### config.mk
export PLATFORM = sky130hd
export DESIGN_NAME = pc_fetch_sequencer
export DESIGN_NICKNAME = d
export VERILOG_FILES = /design/src/rtl/pc_fetch_sequencer_pkg.sv /design/src/rtl/pc_fetch_sequencer_next_select.sv /design/src/rtl/pc_fetch_sequencer.sv
export SDC_FILE = /design/constraint.sdc
export NUM_CORES = 1
export LEC_CHECK = 0
export CORE_ASPECT_RATIO = 2
export CORE_UTILIZATION = 30
export DETAILED_ROUTE_END_ITERATION = 16
export PLACE_DENSITY = 0.66
export SLEW_MARGIN = 20
export SYNTH_ARGS = -nofsm -noshare
export SYNTH_HDL_FRONTEND = slang
export SYNTH_HIERARCHICAL = 1
export SYNTH_SLANG_ARGS = --single-unit
### constraint.sdc
create_clock -name clk -period 6.8 [get_ports clk]
set_clock_uncertainty 0.2 [all_clocks]
set_input_delay 0.68 -clock clk [delete_from_list [all_inputs] [get_ports clk]]
set_output_delay 0.68 -clock clk [all_outputs]
set_load 0.01 [all_outputs]
### src/rtl/pc_fetch_sequencer_pkg.sv
// ---------------------------------------------------------------------------
// pc_fetch_sequencer_pkg
// Shared definitions for the instruction fetch sequencer:
//   - fetch FSM state encoding (IDLE, REQ, WAIT, DROP)
//   - default sequential PC increment
//   - redirect-source enumeration used by the next-PC priority mux
// ---------------------------------------------------------------------------
package pc_fetch_sequencer_pkg;

  // Fetch FSM states
  localparam logic [1:0] ST_IDLE = 2'd0;  // one quiet cycle after reset
  localparam logic [1:0] ST_REQ  = 2'd1;  // presenting a request, waiting for grant
  localparam logic [1:0] ST_WAIT = 2'd2;  // granted, waiting for rvalid
  localparam logic [1:0] ST_DROP = 2'd3;  // granted fetch was redirected; discard its response

  // Sequential increment in bytes
  localparam int unsigned PC_INC_C = 4;

  // Source of a control-flow redirect, lowest to highest priority
  typedef enum logic [1:0] {
    REDIR_NONE   = 2'd0,
    REDIR_BRANCH = 2'd1,
    REDIR_JUMP   = 2'd2,
    REDIR_EXC    = 2'd3
  } redir_src_e;

endpackage

### src/rtl/pc_fetch_sequencer_next_select.sv
// ---------------------------------------------------------------------------
// pc_next_select
// Combinational priority mux for control-flow redirects.
// Priority: exception > jump > taken branch. The selected target is forced
// to word alignment.
// Ports:
//   exc_i, jump_i, branch_taken_i  redirect requests
//   jump_target_i, branch_target_i candidate targets
//   redirect_o                     any redirect requested this cycle
//   target_o                       word-aligned redirect target
// ---------------------------------------------------------------------------
module pc_next_select
  import pc_fetch_sequencer_pkg::*;
#(
  parameter logic [31:0] EXC_VECTOR = 32'h0000_0080
) (
  input  logic        exc_i,
  input  logic        jump_i,
  input  logic [31:0] jump_target_i,
  input  logic        branch_taken_i,
  input  logic [31:0] branch_target_i,
  output logic        redirect_o,
  output logic [31:0] target_o
);

  redir_src_e  src;
  logic [31:0] raw_target;

  always_comb begin
    src        = REDIR_NONE;
    raw_target = 32'h0;
    if (exc_i) begin
      src        = REDIR_EXC;
      raw_target = EXC_VECTOR;
    end else if (jump_i) begin
      src        = REDIR_JUMP;
      raw_target = jump_target_i;
    end else if (branch_taken_i) begin
      src        = REDIR_BRANCH;
      raw_target = branch_target_i;
    end
  end

  assign redirect_o = (src != REDIR_NONE);
  assign target_o   = raw_target & ~32'h0000_0003;

endmodule

### src/rtl/pc_fetch_sequencer.sv
// ---------------------------------------------------------------------------
// pc_fetch_sequencer
// Owns the architectural PC and sequences instruction fetch with a single
// outstanding memory request. Fetched instructions are held in a one-entry
// delivery buffer at the IF/ID boundary.
// Ports:
//   clk, rst_n                     clock, synchronous active-low reset
//   stall_i                        IF/ID hold
//   exc_i / jump_i / branch_taken_i redirect requests (+ targets)
//   imem_req_o, imem_addr_o        fetch request and word address
//   imem_gnt_i                     request accepted
//   imem_rvalid_i, imem_rdata_i    fetch response
//   if_valid_o, if_instr_o         delivered instruction
//   if_pc_o, if_pc_plus4_o         its PC and PC + increment
//   flush_o                        one-cycle pulse after a redirect
// ---------------------------------------------------------------------------
module pc_fetch_sequencer
  import pc_fetch_sequencer_pkg::*;
#(
  parameter logic [31:0] RESET_PC   = 32'h0000_0000,
  parameter logic [31:0] EXC_VECTOR = 32'h0000_0080,
  parameter int unsigned PC_INC     = PC_INC_C
) (
  input  logic        clk,
  input  logic        rst_n,
  input  logic        stall_i,
  input  logic        exc_i,
  input  logic        jump_i,
  input  logic [31:0] jump_target_i,
  input  logic        branch_taken_i,
  input  logic [31:0] branch_target_i,
  output logic        imem_req_o,
  output logic [31:0] imem_addr_o,
  input  logic        imem_gnt_i,
  input  logic        imem_rvalid_i,
  input  logic [31:0] imem_rdata_i,
  output logic        if_valid_o,
  output logic [31:0] if_instr_o,
  output logic [31:0] if_pc_o,
  output logic [31:0] if_pc_plus4_o,
  output logic        flush_o
);

  logic [1:0]  state_q, state_d;
  logic [31:0] pc_q, pc_d;
  logic        if_valid_q, if_valid_d;
  logic [31:0] if_instr_q, if_instr_d;
  logic [31:0] if_pc_q, if_pc_d;
  logic [31:0] if_pc_plus4_q, if_pc_plus4_d;
  logic        flush_q, flush_d;

  logic        redirect;
  logic [31:0] redirect_target;
  logic [31:0] pc_plus_inc;
  logic        fetch_done;

  pc_next_select #(
    .EXC_VECTOR (EXC_VECTOR)
  ) u_next_select (
    .exc_i           (exc_i),
    .jump_i          (jump_i),
    .jump_target_i   (jump_target_i),
    .branch_taken_i  (branch_taken_i),
    .branch_target_i (branch_target_i),
    .redirect_o      (redirect),
    .target_o        (redirect_target)
  );

  // Modulo-2^32 increment: 0xFFFF_FFFC wraps to 0.
  assign pc_plus_inc = pc_q + PC_INC;

  // Hold off new requests while a delivered instruction is still stalled in
  // the buffer; otherwise the response could overwrite it.
  assign imem_req_o  = (state_q == ST_REQ) && !(stall_i && if_valid_q);
  assign imem_addr_o = pc_q;

  always_comb begin
    state_d       = state_q;
    pc_d          = pc_q;
    if_valid_d    = if_valid_q;
    if_instr_d    = if_instr_q;
    if_pc_d       = if_pc_q;
    if_pc_plus4_d = if_pc_plus4_q;
    flush_d       = redirect;
    fetch_done    = 1'b0;

    case (state_q)
      ST_IDLE: state_d = ST_REQ;
      ST_REQ: begin
        // Redirect without grant simply stays in REQ with the new pc.
        if (imem_req_o && imem_gnt_i) begin
          state_d = redirect ? ST_DROP : ST_WAIT;
        end
      end
      ST_WAIT: begin
        if (imem_rvalid_i) begin
          // A response landing with a redirect belongs to the old path.
          state_d    = ST_REQ;
          fetch_done = !redirect;
        end else if (redirect) begin
          state_d = ST_DROP;
        end
      end
      ST_DROP: begin
        if (imem_rvalid_i) begin
          state_d = ST_REQ;
        end
      end
      default: state_d = ST_IDLE;
    endcase

    if (redirect) begin
      pc_d = redirect_target;
    end else if (fetch_done) begin
      pc_d = pc_plus_inc;
    end

    // Delivery buffer: redirect kills, fill wins over consume, consume on !stall.
    if (redirect) begin
      if_valid_d = 1'b0;
    end else if (fetch_done) begin
      if_valid_d    = 1'b1;
      if_instr_d    = imem_rdata_i;
      if_pc_d       = pc_q;
      if_pc_plus4_d = pc_plus_inc;
    end else if (!stall_i) begin
      if_valid_d = 1'b0;
    end
  end

  always_ff @(posedge clk) begin
    if (!rst_n) begin
      state_q       <= ST_IDLE;
      pc_q          <= RESET_PC;
      if_valid_q    <= 1'b0;
      if_instr_q    <= 32'h0;
      if_pc_q       <= 32'h0;
      if_pc_plus4_q <= 32'h0;
      flush_q       <= 1'b0;
    end else begin
      state_q       <= state_d;
      pc_q          <= pc_d;
      if_valid_q    <= if_valid_d;
      if_instr_q    <= if_instr_d;
      if_pc_q       <= if_pc_d;
      if_pc_plus4_q <= if_pc_plus4_d;
      flush_q       <= flush_d;
    end
  end

  assign if_valid_o    = if_valid_q;
  assign if_instr_o    = if_instr_q;
  assign if_pc_o       = if_pc_q;
  assign if_pc_plus4_o = if_pc_plus4_q;
  assign flush_o       = flush_q;

endmodule

==> results.sh, run 1 <==
export IMPL_synth_area_per_cell_sq_um=8.13
export IMPL_std_cell_rows=73
export IMPL_numCtsBuffers=17
export IMPL_grt_setup_unrepaired="no"
export IMPL_reg2reg_depth=6
export IMPL_final_nets=1043
export IMPL_leakagePower_nw=3.04
export IMPL_clockBufferDepth=2
export IMPL_die_h_microns=204
export IMPL_setup_tns_ns=0
export IMPL_cts_tree="yes"
export IMPL_grt_ovfl_total=0
export IMPL_io_buffers=230
export IMPL_p_per_area_nw_per_um2=220
export IMPL_area_growth_syn_to_layout_pct=48.3
export IMPL_cts_root_buf="clkbuf_16"
export IMPL_netlist_area_sq_um=6120
export IMPL_vias_per_cell=4.95
export IMPL_core_area_sq_um=19900
export IMPL_first_pass_iters=4
export IMPL_grt_util_all_layers_pct=20.6
export IMPL_synthTopCellsByArea="dfxtp_1 (43%), nand2_1 (9.6%), a21oi_1 (9.0%), xnor2_1 (5.6%), o21ai_0 (3.5%)"
export IMPL_synthArstFlopShare_pct=0
export IMPL_grt_max_degree=85
export IMPL_hold_path_depth=2
export IMPL_ios=235
export IMPL_tightest_slew_ns=1.03
export IMPL_finalHoldViolCount=0
export IMPL_vias=5993
export IMPL_slew_headroom_pct=30.7
export IMPL_cts_clk_slew_worst_paths_ns=0.06
export IMPL_place_congestion=0.804
export IMPL_period_needed_ns=3.67
export IMPL_post_cts_buffers=0
export IMPL_ys_types=46
export IMPL_whs_ns=0.252
export IMPL_max_freq_mhz=273
export IMPL_fp_dieW_microns=103
export IMPL_setup_viol=0
export IMPL_die_area_sq_um=21000
export IMPL_netlist_area_leader_share_pct=42.5
export IMPL_antenna_found_initial=1
export IMPL_status="finished, final reports clean"
export IMPL_timing_final_crit_share_pct=53.9
export IMPL_dr_first_iter_drc_count=168
export IMPL_post_drt_wl_per_cell_microns=17.8
export IMPL_required_ns=6.93
export IMPL_yosysWarnings=6
export IMPL_end_kind="flip-flop"
export IMPL_cts_resized=0
export IMPL_reg2reg_to="imem_addr_o[30]"
export IMPL_grt_pass1_vias=5825
export IMPL_hpwl_mm=15.6
export IMPL_cts_hold_buf=0
export IMPL_insertion_delay_ns=0.42
export IMPL_cp_start_kind="input port"
export IMPL_initial_core_util_pct=30.7
export IMPL_synth_main_ff_cell="dfxtp_1"
export IMPL_fin_util_pct=45.6
export IMPL_wl_mm=21.6
export IMPL_syn_inst=753
export IMPL_grt_pass1_wl_mm=32.0
export IMPL_criticalPathCategory="in -> reg"
export IMPL_synth_edf_count=0
export IMPL_synth_seq_cells=130
export IMPL_ys_seq_area_share_pct=42.5
export IMPL_mostFrequentLayoutCell="clkdlybuf4s50_1"
export IMPL_worstPathArrival_ns=3.80
export IMPL_ir_drop_mv=0.174
export IMPL_reg2reg_slack_ns=3.88
export IMPL_cp_endpoint="if_pc_plus4_o[28]"
export IMPL_drive_gt1_share_pct=8.33
export IMPL_drc=0
export IMPL_cap_violations=0
export IMPL_ant_nets=0
export IMPL_final_cell_count_no_fill=1211
export IMPL_fin_ws_ns=3.13
export IMPL_worst_path_max_fanout=70
export IMPL_fill_cells=2014
export IMPL_cts_sinks=130
export IMPL_hold_class="reg -> reg"
export IMPL_netlist_top_cell_by_area="dfxtp_1"
export IMPL_crit_start="exc_i"
export IMPL_post_place_cells=1178
export IMPL_place_worst_setup_slack_ns=2.81
export IMPL_final_cell_mix="clkdlybuf4s50_1 (230), nand2_1 (156), dfxtp_1 (130)"
export IMPL_drv_slew=0
export IMPL_rr_startpoint="imem_addr_o[2]"
export IMPL_cts_max_level=4
[kinds of logic after synthesis]
| logic type | count (synthesis) | synth area share, % |
|---|---|---|
| flip-flops | 130 | 42.5 |
| adder cells (fa/ha/maj) | 4 | 0.818 |
| AND/OR/NAND/NOR | 275 | 21.5 |
| XOR/XNOR | 54 | 7.73 |
| buffers and inverters | 85 | 6.95 |
| AO/OA/AOI/OAI | 199 | 19.6 |
| multiplexers | 5 | 0.818 |
| other | 1 | 0.0613 |
[cell type report]
| type | instances | area, sq um | area share [%] |
|---|---|---|---|
| inverter | 10 | 37.5 | 0.414 |
| sequential | 130 | 2600 | 28.7 |
| clock inverter | 14 | 203 | 2.23 |
| clock buffer | 18 | 429 | 4.73 |
| multi-input combinational | 539 | 3110 | 34.3 |
| antenna | 1 | 2.50 | 0.0276 |
| tap | 262 | 328 | 3.61 |
| timing repair buffer | 237 | 2350 | 26.0 |
[worst max-delay path, cell delays in order]
cell and delay, ns:
clkdlybuf4s50_1 0.56, or3_1 0.67, nor2b_1 0.31, and2_4 0.53, buf_4 0.63, o21ai_0 0.17
a21oi_1 0.16
[worst min-delay path by stage]
stage / start / endpoint / slack [ns]
2_1_floorplan: imem_addr_o[0] / if_pc_o[0] / 0.24
3_3_place_gp: if_instr_o[17] / if_instr_o[17] / 0.24
3_5_place_dp: if_pc_o[17] / if_pc_o[17] / 0.25
4_1_cts: if_pc_o[17] / if_pc_o[17] / 0.25
5_1_grt: if_pc_o[20] / if_pc_o[20] / 0.27
6_report: if_instr_o[30] / if_instr_o[30] / 0.25
[cells in the mapped netlist (2+ instances only)]
cell / number
mux2i_1: 5
nand2_1: 157
nor2_1: 37
and4_1: 4
o21ai_1: 4
or4_1: 2
inv_1: 9
a21oi_1: 110
nor3_2: 3
nand4_1: 13
nor3_1: 12
nor4_4: 2
xnor2_1: 39
xor2_1: 15
nand3_1: 15
buf_2: 8
and2_1: 3
nor2b_1: 3
a211oi_1: 10
a32o_1: 9
a32o_2: 19
nor4_1: 5
buf_6: 6
clkbuf_1: 52
nor4_2: 5
o21ai_0: 43
or3_1: 3
dfxtp_1: 130
and3_1: 5
ha_1: 4
buf_4: 6
[layer usage]
layer | share of wire, % | GRT usage [%] | wire length [microns] | vias up
li1 | - | - | - | 2964
met1 | 36 | 20.7 | 7660 | 2809
met2 | 55 | 37.6 | 11900 | 176
met3 | 4.0 | 3.15 | 862 | 44
met4 | 5.4 | 13.9 | 1160 | 0
met5 | 0 | 0 | 0 | -
[registers in the layout, summed over array words and instances, names as in the netlist]
signal,flops
if_instr_o,32
if_pc_o,32
imem_addr_o,32
if_pc_plus4_o,30
state_q,2
flush_o,1
if_valid_o,1
[report_power, final]
part           total, mW  switching (mW)  internal, mW  leakage (nW)
registers          0.809          0.0312         0.778          1.05
logic              0.203          0.0890         0.114          1.68
clock network      0.983           0.363         0.620         0.306
[through the flow]
stage | total power [mW] | area, sq um
final | 1.99 | 9070
after global routing | 2.07 | 9070
after CTS | 2.02 | 9060
after detailed placement | 1.03 | 8430
after global placement | 1.03 | 8430
after floorplan | 0.911 | 6120
(Power assumes the default switching activity.)
==> run 2, diff against run 1 <==
PLACE_DENSITY = 0.69   (was 0.66)
clock period = 3.34 ns   (was 6.8 ns; I/O delays follow)
==> results.sh, run 2 (same netlist as run 1, synthesis figures left out) <==
export IMPL_status="finished, final reports clean"
export IMPL_core_area_sq_um=19900
export IMPL_fin_ws_ns=0.637
export IMPL_crit_buf_inv=2
export IMPL_slew_headroom_pct=50.7
export IMPL_post_place_cells=1196
export IMPL_numCtsBuffers=17
export IMPL_cts_clk_slew_worst_paths_ns=0.06
export IMPL_slowest_delay_ns=0.64
export IMPL_slowest_stage="or3_1"
export IMPL_cp_top_family="simple AND/OR/NAND/NOR gates"
export IMPL_cts_hold_buf=0
export IMPL_required_ns=3.47
export IMPL_worst_path_max_fanout=12
export IMPL_cts_sinks=130
export IMPL_leakagePower_nw=3.12
export IMPL_place_congestion=0.813
export IMPL_mostFrequentLayoutCell="clkdlybuf4s50_1"
export IMPL_place_worst_setup_slack_ns=0.243
export IMPL_criticalPathCategory="in -> reg"
export IMPL_cts_resized=0
export IMPL_vias=6057
export IMPL_post_drt_wl_per_cell_microns=17.4
export IMPL_setup_viol=0
export IMPL_p_per_area_nw_per_um2=426
export IMPL_wl_mm=21.4
export IMPL_cts_max_level=4
export IMPL_vias_per_cell=4.93
export IMPL_hold_class="reg -> reg"
export IMPL_drv_slew=0
export IMPL_drc=0
export IMPL_std_cell_rows=73
export IMPL_final_cell_count_no_fill=1228
export IMPL_fp_dieW_microns=103
export IMPL_dr_first_iter_drc_count=199
export IMPL_grt_max_degree=62
export IMPL_final_nets=1061
export IMPL_initial_core_util_pct=30.7
export IMPL_cts_root_buf="clkbuf_16"
export IMPL_crit_chain="clkdlybuf4s50_1 -> or3_1 -> inv_1 -> nand2_1 -> or3b_2 -> o211ai_1"
export IMPL_timing_final_crit_share_pct=80.9
export IMPL_finalHoldViolCount=0
export IMPL_io_buffers=230
export IMPL_placed_area_sq_um=8570
export IMPL_power_mw=3.90
export IMPL_grt_util_all_layers_pct=20.4
export IMPL_area_growth_syn_to_layout_pct=49.6
export IMPL_worstPathArrival_ns=2.83
export IMPL_grt_ovfl_total=0
export IMPL_end_kind="flip-flop"
export IMPL_fin_area_sq_um=9150
export IMPL_antenna_found_initial=0
export IMPL_first_pass_iters=4
export IMPL_setup_tns_ns=0
export IMPL_hpwl_mm=16.0
export IMPL_clockBufferDepth=2
export IMPL_max_freq_mhz=370
export IMPL_ios=235
export IMPL_drive_gt1_share_pct=10.1
export IMPL_insertion_delay_ns=0.42
export IMPL_ir_drop_mv=0.335
export IMPL_cp_start_kind="input port"
export IMPL_cap_violations=0
export IMPL_grt_pass1_wl_mm=32.0
export IMPL_period_needed_ns=2.70
export IMPL_cts_tree="yes"
export IMPL_tightest_slew_ns=0.740
export IMPL_die_area_sq_um=21000
export IMPL_ant_nets=0
export IMPL_grt_pass1_vias=5930
export IMPL_final_cell_mix="clkdlybuf4s50_1 (230), nand2_1 (156), dfxtp_1 (130)"
export IMPL_post_cts_buffers=0
export IMPL_grt_setup_unrepaired="no"
export IMPL_die_h_microns=204
export IMPL_antenna_cells=0
## run 2: changes by cell type in the layout (fill, tap and decap cells not counted), sizes merged
| cell | before | now |
|---|---|---|
| diode | 1 | 0 |
| clkinv | 5 | 8 |
| clkinvlp | 1 | 0 |
| buf | 7 | 25 |
| clkbuf | 18 | 19 |
| bufinv | 4 | 1 |
## run 2: metrics by stage
step / hold slack, ns / utilization (%)
floorplan: 0.245 / -
global placement: 0.242 / 43.1
detailed placement: 0.246 / 43.1
CTS: 0.249 / 46.0
global route: 0.252 / 46.0
finish: 0.252 / 46.0
## run 2: routing by layer
| metal | track usage [%] | wire, microns | up-vias |
|---|---|---|---|
| met5 | 0 | 0 | - |
| met4 | 11.6 | 940 | 0 |
| met3 | 3.90 | 973 | 48 |
| met2 | 38.5 | 11800 | 206 |
| met1 | 20.0 | 7700 | 2812 |
| li1 | - | - | 2991 |
## run 2: path summary, 6_finish.rpt
kind             startpoint         endpoint  slack (ns)  cells after the start
max reg2reg  imem_addr_o[2]  imem_addr_o[31]        0.78                      5
min          if_instr_o[13]   if_instr_o[13]        0.25                      2
min reg2reg  if_instr_o[13]   if_instr_o[13]        0.25                      2
max                   exc_i  imem_addr_o[31]        0.64                      6
## run 2: worst register-to-register path: cells and delay by family, from the launching register on
| family | cells | cell delay, ns |
|---|---|---|
| AND/OR/NAND/NOR | 4 | 1.62 |
| flip-flops | 1 | 0.52 |
| AO/OA/AOI/OAI | 1 | 0.09 |
## run 2: power by group
part	leakage, nW	total [mW]	internal, mW	switching (mW)
registers	1.05	1.63	1.58	0.0465
logic	1.77	0.443	0.242	0.201
clock network	0.290	1.82	1.08	0.746
total	3.12	3.90	2.90	0.994
## run 2: area by class of cell
class                      count  area [sq um]
fill                        2031         10800
multi-input combinational    539          3100
sequential                   130          2600
timing repair buffer         255          2500
clock buffer                  19           453
tap                          262           328
clock inverter                13           126
inverter                      10          37.5
